===== config.mk =====
export PLATFORM = sky130hd
export DESIGN_NAME = dmem_arbiter
export DESIGN_NICKNAME = d
export VERILOG_FILES = /design/src/rtl/dmem_pkg.sv /design/src/rtl/dmem_starve_cnt.sv /design/src/rtl/dmem_arbiter.sv
export SDC_FILE = /design/constraint.sdc
export NUM_CORES = 1
export LEC_CHECK = 0
export BUFFER_PORTS_ARGS = -buffer_cell sky130_fd_sc_hd__buf_2
export CORE_AREA = 2 2 167 169
export DETAILED_ROUTE_END_ITERATION = 8
export DIE_AREA = 0 0 169 171
export REMOVE_ABC_BUFFERS = 1
export SLEW_MARGIN = 5
export SYNTH_ARGS = -nofsm -noshare
export SYNTH_HDL_FRONTEND = slang
export SYNTH_HIERARCHICAL = 1
export SYNTH_SLANG_ARGS = --single-unit

===== constraint.sdc =====
create_clock -name clk -period 13.05 [get_ports clk]
set_input_delay 0.6525 -clock clk [delete_from_list [all_inputs] [get_ports clk]]
set_output_delay 0.6525 -clock clk [all_outputs]
set_load 0.005 [all_outputs]

===== src/rtl/dmem_pkg.sv =====
// Shared definitions for the data-memory arbiter: owner encoding, default widths
// and the starvation-counter width helper.
package dmem_pkg;

    localparam int DMEM_ADDR_W       = 8;
    localparam int DMEM_DATA_W       = 64;
    localparam int DMEM_STARVE_LIMIT = 4;

    typedef enum logic {
        OWN_CPU = 1'b0,
        OWN_DMA = 1'b1
    } owner_e;

    // Bits needed to count from 0 up to and including the limit.
    function automatic int starve_cnt_w(input int limit);
        if (limit < 1) begin
            return 1;
        end else begin
            return $clog2(limit + 1);
        end
    endfunction

endpackage


===== src/rtl/dmem_starve_cnt.sv =====
// Saturating DMA starvation counter: counts consecutive denied DMA cycles and
// raises force_dma once the limit is reached.
module dmem_starve_cnt
    import dmem_pkg::*;
#(
    parameter int STARVE_LIMIT = DMEM_STARVE_LIMIT
) (
    input  logic clk,
    input  logic rst,
    input  logic dma_req,
    input  logic dma_gnt,
    output logic force_dma
);

    localparam int              CNT_W   = starve_cnt_w(STARVE_LIMIT);
    localparam logic [CNT_W-1:0] LIMIT_C = CNT_W'(STARVE_LIMIT);

    logic [CNT_W-1:0] cnt_r;

    // Count denied DMA cycles; any grant or a dropped request restarts the count.
    always_ff @(posedge clk or posedge rst) begin
        if (rst) begin
            cnt_r <= {CNT_W{1'b0}};
        end else if (!dma_req || dma_gnt) begin
            cnt_r <= {CNT_W{1'b0}};
        end else if (cnt_r != LIMIT_C) begin
            cnt_r <= cnt_r + CNT_W'(1);
        end else begin
            cnt_r <= cnt_r;
        end
    end

    assign force_dma = (cnt_r == LIMIT_C);

endmodule


===== src/rtl/dmem_arbiter.sv =====
// Two-port (CPU / DMA) arbiter in front of a single-port data memory with a
// combinational read path. Optional DMA anti-starvation via DMEM_ARB_STARVE_EN.
module dmem_arbiter
    import dmem_pkg::*;
#(
    parameter int ADDR_W       = DMEM_ADDR_W,
    parameter int DATA_W       = DMEM_DATA_W,
    parameter int STARVE_LIMIT = DMEM_STARVE_LIMIT
) (
    input  logic              clk,
    input  logic              rst,
    input  logic              cpu_req,
    input  logic              cpu_we,
    input  logic [ADDR_W-1:0] cpu_addr,
    input  logic [DATA_W-1:0] cpu_wdata,
    output logic              cpu_gnt,
    output logic              cpu_rvalid,
    output logic [DATA_W-1:0] cpu_rdata,
    input  logic              dma_req,
    input  logic              dma_we,
    input  logic [ADDR_W-1:0] dma_addr,
    input  logic [DATA_W-1:0] dma_wdata,
    output logic              dma_gnt,
    output logic              dma_rvalid,
    output logic [DATA_W-1:0] dma_rdata,
    output logic [ADDR_W-1:0] mem_raddr,
    output logic [ADDR_W-1:0] mem_waddr,
    output logic [DATA_W-1:0] mem_wdata,
    output logic              mem_wea,
    input  logic [DATA_W-1:0] mem_dout
);

    owner_e            owner_r;
    logic              rd_pend_r;
    logic [ADDR_W-1:0] addr_hold_r;
    logic [DATA_W-1:0] cpu_rdata_r;
    logic [DATA_W-1:0] dma_rdata_r;

    logic              force_dma_s;
    logic              cpu_gnt_s;
    logic              dma_gnt_s;
    logic [ADDR_W-1:0] mem_addr_s;
    logic [DATA_W-1:0] mem_wdata_s;
    logic              mem_wea_s;

`ifdef DMEM_ARB_STARVE_EN
    dmem_starve_cnt #(
        .STARVE_LIMIT (STARVE_LIMIT)
    ) u_starve_cnt (
        .clk       (clk),
        .rst       (rst),
        .dma_req   (dma_req),
        .dma_gnt   (dma_gnt_s),
        .force_dma (force_dma_s)
    );
`else
    logic [31:0] unused_limit_s;
    assign unused_limit_s = 32'(STARVE_LIMIT);
    assign force_dma_s    = 1'b0;
`endif

    // Grant selection: CPU first unless the DMA has waited out its limit.
    always_comb begin
        cpu_gnt_s = 1'b0;
        dma_gnt_s = 1'b0;
        if (rst) begin
            cpu_gnt_s = 1'b0;
            dma_gnt_s = 1'b0;
        end else if (force_dma_s && dma_req) begin
            dma_gnt_s = 1'b1;
        end else if (cpu_req) begin
            cpu_gnt_s = 1'b1;
        end else if (dma_req) begin
            dma_gnt_s = 1'b1;
        end else begin
            cpu_gnt_s = 1'b0;
            dma_gnt_s = 1'b0;
        end
    end

    // Memory-side mux; with no grant the address parks on the last granted one.
    always_comb begin
        mem_addr_s  = addr_hold_r;
        mem_wdata_s = {DATA_W{1'b0}};
        mem_wea_s   = 1'b0;
        if (cpu_gnt_s) begin
            mem_addr_s  = cpu_addr;
            mem_wdata_s = cpu_wdata;
            mem_wea_s   = cpu_we;
        end else if (dma_gnt_s) begin
            mem_addr_s  = dma_addr;
            mem_wdata_s = dma_wdata;
            mem_wea_s   = dma_we;
        end else begin
            mem_addr_s  = addr_hold_r;
            mem_wdata_s = {DATA_W{1'b0}};
            mem_wea_s   = 1'b0;
        end
    end

    // Owner FSM: follows the most recent grant, selects which port gets rvalid.
    always_ff @(posedge clk or posedge rst) begin
        if (rst) begin
            owner_r <= OWN_CPU;
        end else begin
            case (owner_r)
                OWN_CPU: if (dma_gnt_s) owner_r <= OWN_DMA;
                OWN_DMA: if (cpu_gnt_s) owner_r <= OWN_CPU;
                default: owner_r <= OWN_CPU;
            endcase
        end
    end

    // Read capture, pending-read flag and parked address.
    always_ff @(posedge clk or posedge rst) begin
        if (rst) begin
            rd_pend_r   <= 1'b0;
            addr_hold_r <= {ADDR_W{1'b0}};
            cpu_rdata_r <= {DATA_W{1'b0}};
            dma_rdata_r <= {DATA_W{1'b0}};
        end else if (cpu_gnt_s) begin
            rd_pend_r   <= ~cpu_we;
            addr_hold_r <= cpu_addr;
            if (!cpu_we) begin
                cpu_rdata_r <= mem_dout;
            end
        end else if (dma_gnt_s) begin
            rd_pend_r   <= ~dma_we;
            addr_hold_r <= dma_addr;
            if (!dma_we) begin
                dma_rdata_r <= mem_dout;
            end
        end else begin
            rd_pend_r <= 1'b0;
        end
    end

    assign cpu_gnt    = cpu_gnt_s;
    assign dma_gnt    = dma_gnt_s;
    assign cpu_rvalid = rd_pend_r && (owner_r == OWN_CPU);
    assign dma_rvalid = rd_pend_r && (owner_r == OWN_DMA);
    assign cpu_rdata  = cpu_rdata_r;
    assign dma_rdata  = dma_rdata_r;
    assign mem_raddr  = mem_addr_s;
    assign mem_waddr  = mem_addr_s;
    assign mem_wdata  = mem_wdata_s;
    assign mem_wea    = mem_wea_s;

endmodule


Word-level counts from Yosys, hierarchy flattened
Cells that the tools add are included.
{"block": "totals", "regBits": 138, "latchBits": 0, "mem_bits_rw": 0, "rom_bits": 0, "out_inout_bits": 213, "word_cells": 29, "n_memories": 0}
{"block": "op_classes", "add_sub_neg": 0, "multipliers": 0, "n_div": 0, "magnitude_cmp": 0, "eq_ne": 0, "shift": 0, "n_mux": 16, "bitwise": 4, "n_reduce_logical": 4}
{"op": "$mux 64", "n": 2}
{"op": "$mux 8", "n": 2}
{"op": "$mux 1", "n": 11}
{"op": "$not 1->1", "n": 4}
{"op": "$reduce_and 3->1", "n": 1}
{"op": "$logic_and 1x1->1", "n": 2}
{"op": "$pmux 1 s2", "n": 1}
{"op": "$reduce_and 2->1", "n": 1}

Logic depth before layout (Yosys ltp)
Gate-level depths: netlist of run 1.
{"block": "depth", "word_depth": 5, "depth_mapped": 6, "depth_no_buf": 3}

Worst setup path after synthesis of run 1
OpenSTA, ideal clock, no wires.
{"block": "synth_timing", "path_kind": "input-to-output", "startpoint": "input port rst", "endpoint": "output port mem_waddr[0]", "arrival_time_ns": 5.126, "t_required_ns": 12.397, "slack_ns": 7.272, "cell_stages": 5, "path_buffers": 2, "path_cell_list": "clkbuf_1 > clkinv_1 > o22ai_1 > nor3_1 > buf_4"}
{"block": "synth_between", "elab_chain_len": 3}
{"item": "from (decl)", "line_no": "dmem_arbiter.sv:11", "source": "input logic rst,"}
{"item": "$mux 1", "line_no": "dmem_arbiter.sv:66", "source": "if (rst) begin"}
{"item": "$mux 8", "line_no": "dmem_arbiter.sv:90", "source": "end else if (dma_gnt_s) begin"}
{"item": "$mux 8 *"}
{"item": "to (decl)", "line_no": "dmem_arbiter.sv:27", "source": "output logic [ADDR_W-1:0] mem_waddr,"}
Mark *: on every way between the ends. The rest lies on a longest branch, timed or not.

Worst setup path in the final report of run 1
{"block": "layout_timing", "startpoint": "input port cpu_req", "endpoint": "output port mem_raddr[0]"}
{"block": "layout_between", "elab_chain_len": 4}
{"item": "from (decl)", "line_no": "dmem_arbiter.sv:12", "source": "input logic cpu_req,"}
{"item": "$mux 1", "line_no": "dmem_arbiter.sv:71", "source": "end else if (cpu_req) begin"}
{"item": "$mux 1", "line_no": "dmem_arbiter.sv:66"}
{"item": "$mux 8", "line_no": "dmem_arbiter.sv:90"}
{"item": "$mux 8 *"}
{"item": "to (decl)", "line_no": "dmem_arbiter.sv:26", "source": "output logic [ADDR_W-1:0] mem_raddr,"}
Marked as above.

==> reports/results.tsv, run 1 <==
metric	value	unit
Root Driver	clkbuf_16	
Combinational Power Share	22.1	%
FMAX	0.316	GHz
IO Port Bufs	426	
Die Span Y	171	um
Synth area leaders	dfrtp_1 53%, mux2_2 20%, nand3b_1 7.5%	
Starting Density	23.9	%
sequential share of the synthesized area	52.9	%
Tot Pwr	1340	uW
WS Path Type	in2out	
Tmin final	3.17	ns
hold buffer count at CTS	0	
post-synth top area share	52.9	%
Startpoint Class	input pin	
unrepaired setup endpoints after global routing	no	
Die X	169	um
CTS tree	done	
CTS resizes	0	
peak supply drop	77.4	uV
Final setup viols	0	
leakage power	0.00463	uW
Crit. End Element	output port	
synthesized area	0.00653	mm2
Rel. slew slack	35.7	%
Rows	61	
Sw Ratio	28.2	%
Post CTS Setup Buffer Count	0	
Final Skew	0	ns
Routed WL	23500	um
Clock Latency Late Sink	0.41	ns
cts bufs inserted	17	
# DRC	0	
outcome	completed	
Psw	377	uW
pin slew with the least headroom to its limit	0.964	ns
Yosys reg bits	138	
global route total overflow	0	
Final Wtd Congestion	0.884	
Worst Setup Slack, final	9.88	ns
post-place setup slack	9.88	ns
Final Cycle Share	24.3	%
initial drt markers	281	
Mean Syn Cell Area	11.6	um2
Hold Violations, Final	0	
vias in the first global route	5913	
Setup TNS	0	ns
MaxCap Viol Count	0	
CP required	12.40	ns
Synth Warn #	6	
CTS Buffer Depth	2	
post-synth top area cell	dfrtp_1	
Mapped Cells	563	
HPWL Detailed	17800	um
via/cell ratio	4.46	
first-pass GRT wire length	34300	um
Area Overhead vs Synth	44.5	%
fill count	2836	
Yosys cell types	22	
Clock power frac	36.3	%
crit path DAT	2.51	ns
worst hold path stage count	2	
Wirelength per Cell	17.9	um
worst hold path type	in2reg	
share of cells above drive strength 1	59.8	%
DRT antenna net count	0	
Flop pwr share	41.5	%
Tot GR Track Use	15.7	%
R2R depth	2	
final net count	1173	
power density cells	142	mW/mm2
Vias	5880	
critical path fanouts, max	92	
CTS H-tree depth	4	
final-report max-slew violation count	0	
core box area	0.0273	mm2
Sink Count	138	
IO Count	427	
Clk pin slew, worst setup/hold paths	0.06	ns
DIE AREA	0.0289	mm2
Int Pwr	962	uW
initial antenna violation count	0	
TritonRoute pass-1 iters	6	
largest net degree at the start of global routing	93	
placed cells by master (no fill, tap or decap), drive strengths merged:
cell type	count
clkinv	1
clkinvlp	4
inv	10
nand3b	65
mux2	128
nor2	4
clkbuf	18
nor2b	2
nand2b	2
dfrtp	138
nand2	65
o22ai	8
and2	1
nor3	25
a21oi	67
bufinv	2
buf	432
diode	1
Yosys cell counts (all sizes together):
| master | n |
|---|---|
| clkbuf | 28 |
| nor2 | 4 |
| clkinv | 1 |
| o22ai | 8 |
| buf | 27 |
| dfrtp | 138 |
| nor3 | 25 |
| inv | 2 |
| a21oi | 67 |
| nor2b | 2 |
| and2 | 1 |
| nand2 | 65 |
| mux2 | 128 |
| nand2b | 2 |
| nand3b | 65 |
stage by stage:
stage	cells	instance area (um2)	hold WS (ns)	utilization (%)
final	1319	9430	0.469	34.5
after global routing	1318	9430	0.449	34.5
after CTS	1318	9430	0.441	34.5
after detailed placement	1286	8840	0.473	32.3
after global placement	1286	8840	0.462	32.3
after floorplan	508	6220	0.483	-
registers in the layout, summed over array words and instances (netlist names):
signal and flops:
owner_r 1, addr_hold_r 8, cpu_rdata 64, dma_rdata 64, rd_pend_r 1
worst paths after layout:
kind	from	to	slack, ns
setup / recovery	cpu_req	mem_raddr[0]	9.88
hold / removal	mem_dout[32]	dma_rdata[32]$_DFFE_PP0P_	0.47
setup reg to reg	addr_hold_r[0]$_DFF_PP0_	addr_hold_r[0]$_DFF_PP0_	12.14
hold reg to reg	cpu_rdata[49]$_DFFE_PP0P_	cpu_rdata[49]$_DFFE_PP0P_	0.48
max in group asynchronous	rst	cpu_rdata[58]$_DFFE_PP0P_	10.89
min in group asynchronous	rst	dma_rdata[61]$_DFFE_PP0P_	0.76
power by group through the flow:
stage | logic, uW | registers (uW) | clock network, uW
final | 297 | 556 | 487
after global routing | 327 | 569 | 522
after CTS | 303 | 558 | 504
after detailed placement | 303 | 563 | 0
after global placement | 300 | 560 | 0
after floorplan | 111 | 568 | 0
worst max-delay path, stage by stage:
cell	delay, ns
buf_4	0.41
buf_4	0.68
nor3_1	0.14
nor3_1	0.39
buf_2	0.19
cell families (layout without fill, tap and decap cells):
family                 count (synthesis)  in the layout  share of synthesized area (%)
multiplexers                         128            128                           22.1
AO/OA/AOI/OAI                         75             75                           5.90
other                                  0              1                              0
flip-flops                           138            138                           52.9
AND/OR/NAND/NOR                      164            164                           14.2
buffers and inverters                 58            467                           4.87
layer usage:
layer / global-route usage (%) / wire length, um / up-vias
li1: - / - / 2765
met4: 5.57 / 539 / 0
met1: 18.1 / 9200 / 2788
met5: 0 / 0 / -
met3: 5.37 / 2280 / 26
met2: 27.0 / 11500 / 301
area by class of cell:
type                    count  area, um2  area share (%)
flip-flops and latches    138       3450            36.6
diodes                      1       2.50          0.0265
clock inverters            14        161            1.71
repair buffers            432       2180            23.1
well taps                 346        433            4.59
inverters                   3       16.3           0.172
multi-input cells         367       2760            29.2
clock buffers              18        429            4.55
(Power assumes the default switching activity.)
==> run 2, diff against run 1 <==
==> constraint.sdc (replaced) <==
create_clock -name clk -period 2.6 [get_ports clk]
set_input_delay 0.13 -clock clk [delete_from_list [all_inputs] [get_ports clk]]
set_output_delay 0.13 -clock clk [all_outputs]
set_load 0.005 [all_outputs]
==> run 2 against run 1 <==
Effect of this change:
- clock skew is the same
- routed wire length grew 5.0%
- global-route usage grew 0.44 points
- flip-flop and latch count is the same
- sequential power grew to 5.0 times the previous value
- non-clock buffer count grew 69
- total power grew to 5.3 times the previous value
- critical path depth grew 2
- sequential share of layout area shrank 2.8 points
- register-to-register slack lost 10 ns
- critical path type unchanged
- largest power group unchanged
==> reports/results.tsv, run 2 (synthesis gave the netlist of run 1 again) <==
metric	value	unit	change
CP required	2.47	ns	was 12.40 ns
power density cells	700	mW/mm2	was 142 mW/mm2
most used cell, CP	buf_2		
Clk pin slew, worst setup/hold paths	0.07	ns	was 0.06 ns
TritonRoute pass-1 iters	5		was 6
Routed WL	24700	um	was 23500 um
via/cell ratio	4.44		was 4.46
CTS tree	done		unchanged
Flop pwr share	39.2	%	was 41.5%
Wirelength per Cell	17.8	um	was 17.9 um
Clock Latency Late Sink	0.41	ns	about the same
Final setup viols	0		unchanged
Hold WS	0.0721	ns	was 0.469 ns
slowest stage delay, CP	0.54	ns	was 0.68 ns
WS Path Type	in2out		unchanged
peak supply drop	392	uV	was 77.4 uV
CTS Buffer Depth	2		unchanged
FMAX	0.489	GHz	
CTS H-tree depth	4		unchanged
Psw	1940	uW	was 377 uW
initial antenna violation count	5		was 0
DRT antenna net count	0		unchanged
buffers and inverters on the worst path	4		was 3
critical path fanouts, max	9		was 92
Combinational Power Share	22.2	%	was 22.1%
share of cells above drive strength 1	56.2	%	was 59.8%
Vias	6155		was 5880
Rel. slew slack	30.0	%	was 35.7%
vias in the first global route	5997		was 5913
commonest non-fill, non-tap cell in the layout	buf_2		unchanged
core box area	0.0273	mm2	unchanged
most frequent cells in the layout	425 x buf_2, 138 x dfrtp_1, 114 x mux2_2		unchanged
IO Port Bufs	426		unchanged
final-report max-slew violation count	0		unchanged
Crit. End Element	output port		unchanged
DIE AREA	0.0289	mm2	unchanged
Final Skew	0	ns	unchanged
crit path DAT	1.91	ns	was 2.51 ns
unrepaired setup endpoints after global routing	no		unchanged
Tot GR Track Use	16.1	%	was 15.7%
CP Cell Sequence	dlygate4sd3_1 > buf_2 > nand2b_1 > buf_4 > o22ai_1 > nor3_1 > buf_2		was buf_4 > buf_4 > nor3_1 > nor3_1 > buf_2
Startpoint Class	input pin		unchanged
Sink Count	138		unchanged
Rows	61		unchanged
Hold Violations, Final	0		unchanged
Worst Setup Slack, final	0.557	ns	was 9.88 ns
outcome	completed		unchanged
slowest cell on the critical path	dlygate4sd3_1		was buf_4
pin slew with the least headroom to its limit	1.05	ns	was 0.964 ns
MaxCap Viol Count	0		unchanged
Sw Ratio	27.2	%	was 28.2%
Final Wtd Congestion	0.836		was 0.884
Int Pwr	5200	uW	was 962 uW
Tmin final	2.04	ns	
first-pass GRT wire length	35300	um	was 34300 um
Die X	169	um	unchanged
global route total overflow	0		unchanged
cts bufs inserted	17		unchanged
HPWL Detailed	18200	um	was 17800 um
Final Cycle Share	78.6	%	
worst hold path type	in2reg		unchanged
Root Driver	clkbuf_16		unchanged
# DRC	0		unchanged
Die Span Y	171	um	unchanged
Tot Pwr	7140	uW	was 1340 uW
Starting Density	23.9	%	unchanged
Antenna Cells	0		was 1
leakage power	0.00497	uW	was 0.00463 uW
CP delay by family, top	buffers and inverters		unchanged
Clock power frac	38.6	%	was 36.3%
fill count	2749		was 2836
post-place setup slack	0.657	ns	was 9.88 ns
Area Overhead vs Synth	56.4	%	was 44.5%
final net count	1242		was 1173
IO Count	427		unchanged
initial drt markers	245		was 281
largest net degree at the start of global routing	143		was 93
Post CTS Setup Buffer Count	0		unchanged
[run 2: cell count changes in the layout (fill, tap and decap cells not counted), sizes merged]
cell and change:
clkinvlp -3, diode -1, dlygate4sd3 +65, buf +4
bufinv +3, inv +1, clkinv -1
[run 2: final cells by class]
cell class	instances	area, um2	share of cell area (%)
repair buffers	501	2890	28.3
flip-flops and latches	138	3450	33.8
inverters	3	16.3	0.159
clock inverters	14	233	2.28
well taps	346	433	4.24
clock buffers	18	429	4.20
multi-input cells	367	2760	27.0
[run 2: per-stage QoR]
step / setup TNS, ns / cell area, um2 / cells / util [%]
after floorplan: -51.83 / 6220 / 508 / -
after global placement: 0 / 8890 / 1290 / 32.5
after detailed placement: 0 / 8890 / 1290 / 32.5
after CTS: 0 / 10200 / 1387 / 37.4
after global routing: 0 / 10200 / 1387 / 37.4
final: 0 / 10200 / 1387 / 37.4
[run 2: path summary, 6_finish.rpt]
check / end / start / cells after the start / slack, ns
max in group asynchronous: cpu_rdata[55]$_DFFE_PP0P_ / rst / 4 / 1.08
worst min register to register: dma_rdata[57]$_DFFE_PP0P_ / dma_rdata[57]$_DFFE_PP0P_ / 1 / 0.48
worst max-delay path: mem_waddr[6] / rst / 7 / 0.56
min in group asynchronous: owner_r$_DFF_PP0_ / rst / 3 / 0.25
worst min-delay path: addr_hold_r[5]$_DFF_PP0_ / cpu_addr[5] / 3 / 0.07
worst max register to register: addr_hold_r[6]$_DFF_PP0_ / addr_hold_r[6]$_DFF_PP0_ / 2 / 1.67
[run 2: power groups by stage]
| stage | sequential, uW | clock [uW] | combinational (uW) |
|---|---|---|---|
| after floorplan | 2850 | 0 | 556 |
| after global placement | 2810 | 0 | 1510 |
| after detailed placement | 2820 | 0 | 1530 |
| after CTS | 2800 | 2830 | 1610 |
| after global routing | 2850 | 2920 | 1740 |
| final | 2800 | 2760 | 1590 |
[run 2: tightest hold or removal path, stage by stage]
cell and delay, ns:
buf_2 0.10, o22ai_1 0.12, nor3_1 0.09
[run 2: routing by layer]
layer  GRT usage (%)  share of wire (%)  up-vias
li1                -                  -     2901
met4            5.65                2.3        4
met1            18.6                 39     2926
met2            28.5                 50      297
met5               0               0.12        -
met3            4.70                8.4       27
[run 2: what timing repair did]
action,in CTS,in global routing
gates resized for setup,0,0
hold buffers,65,0
endpoints found under the hold margin,133,0
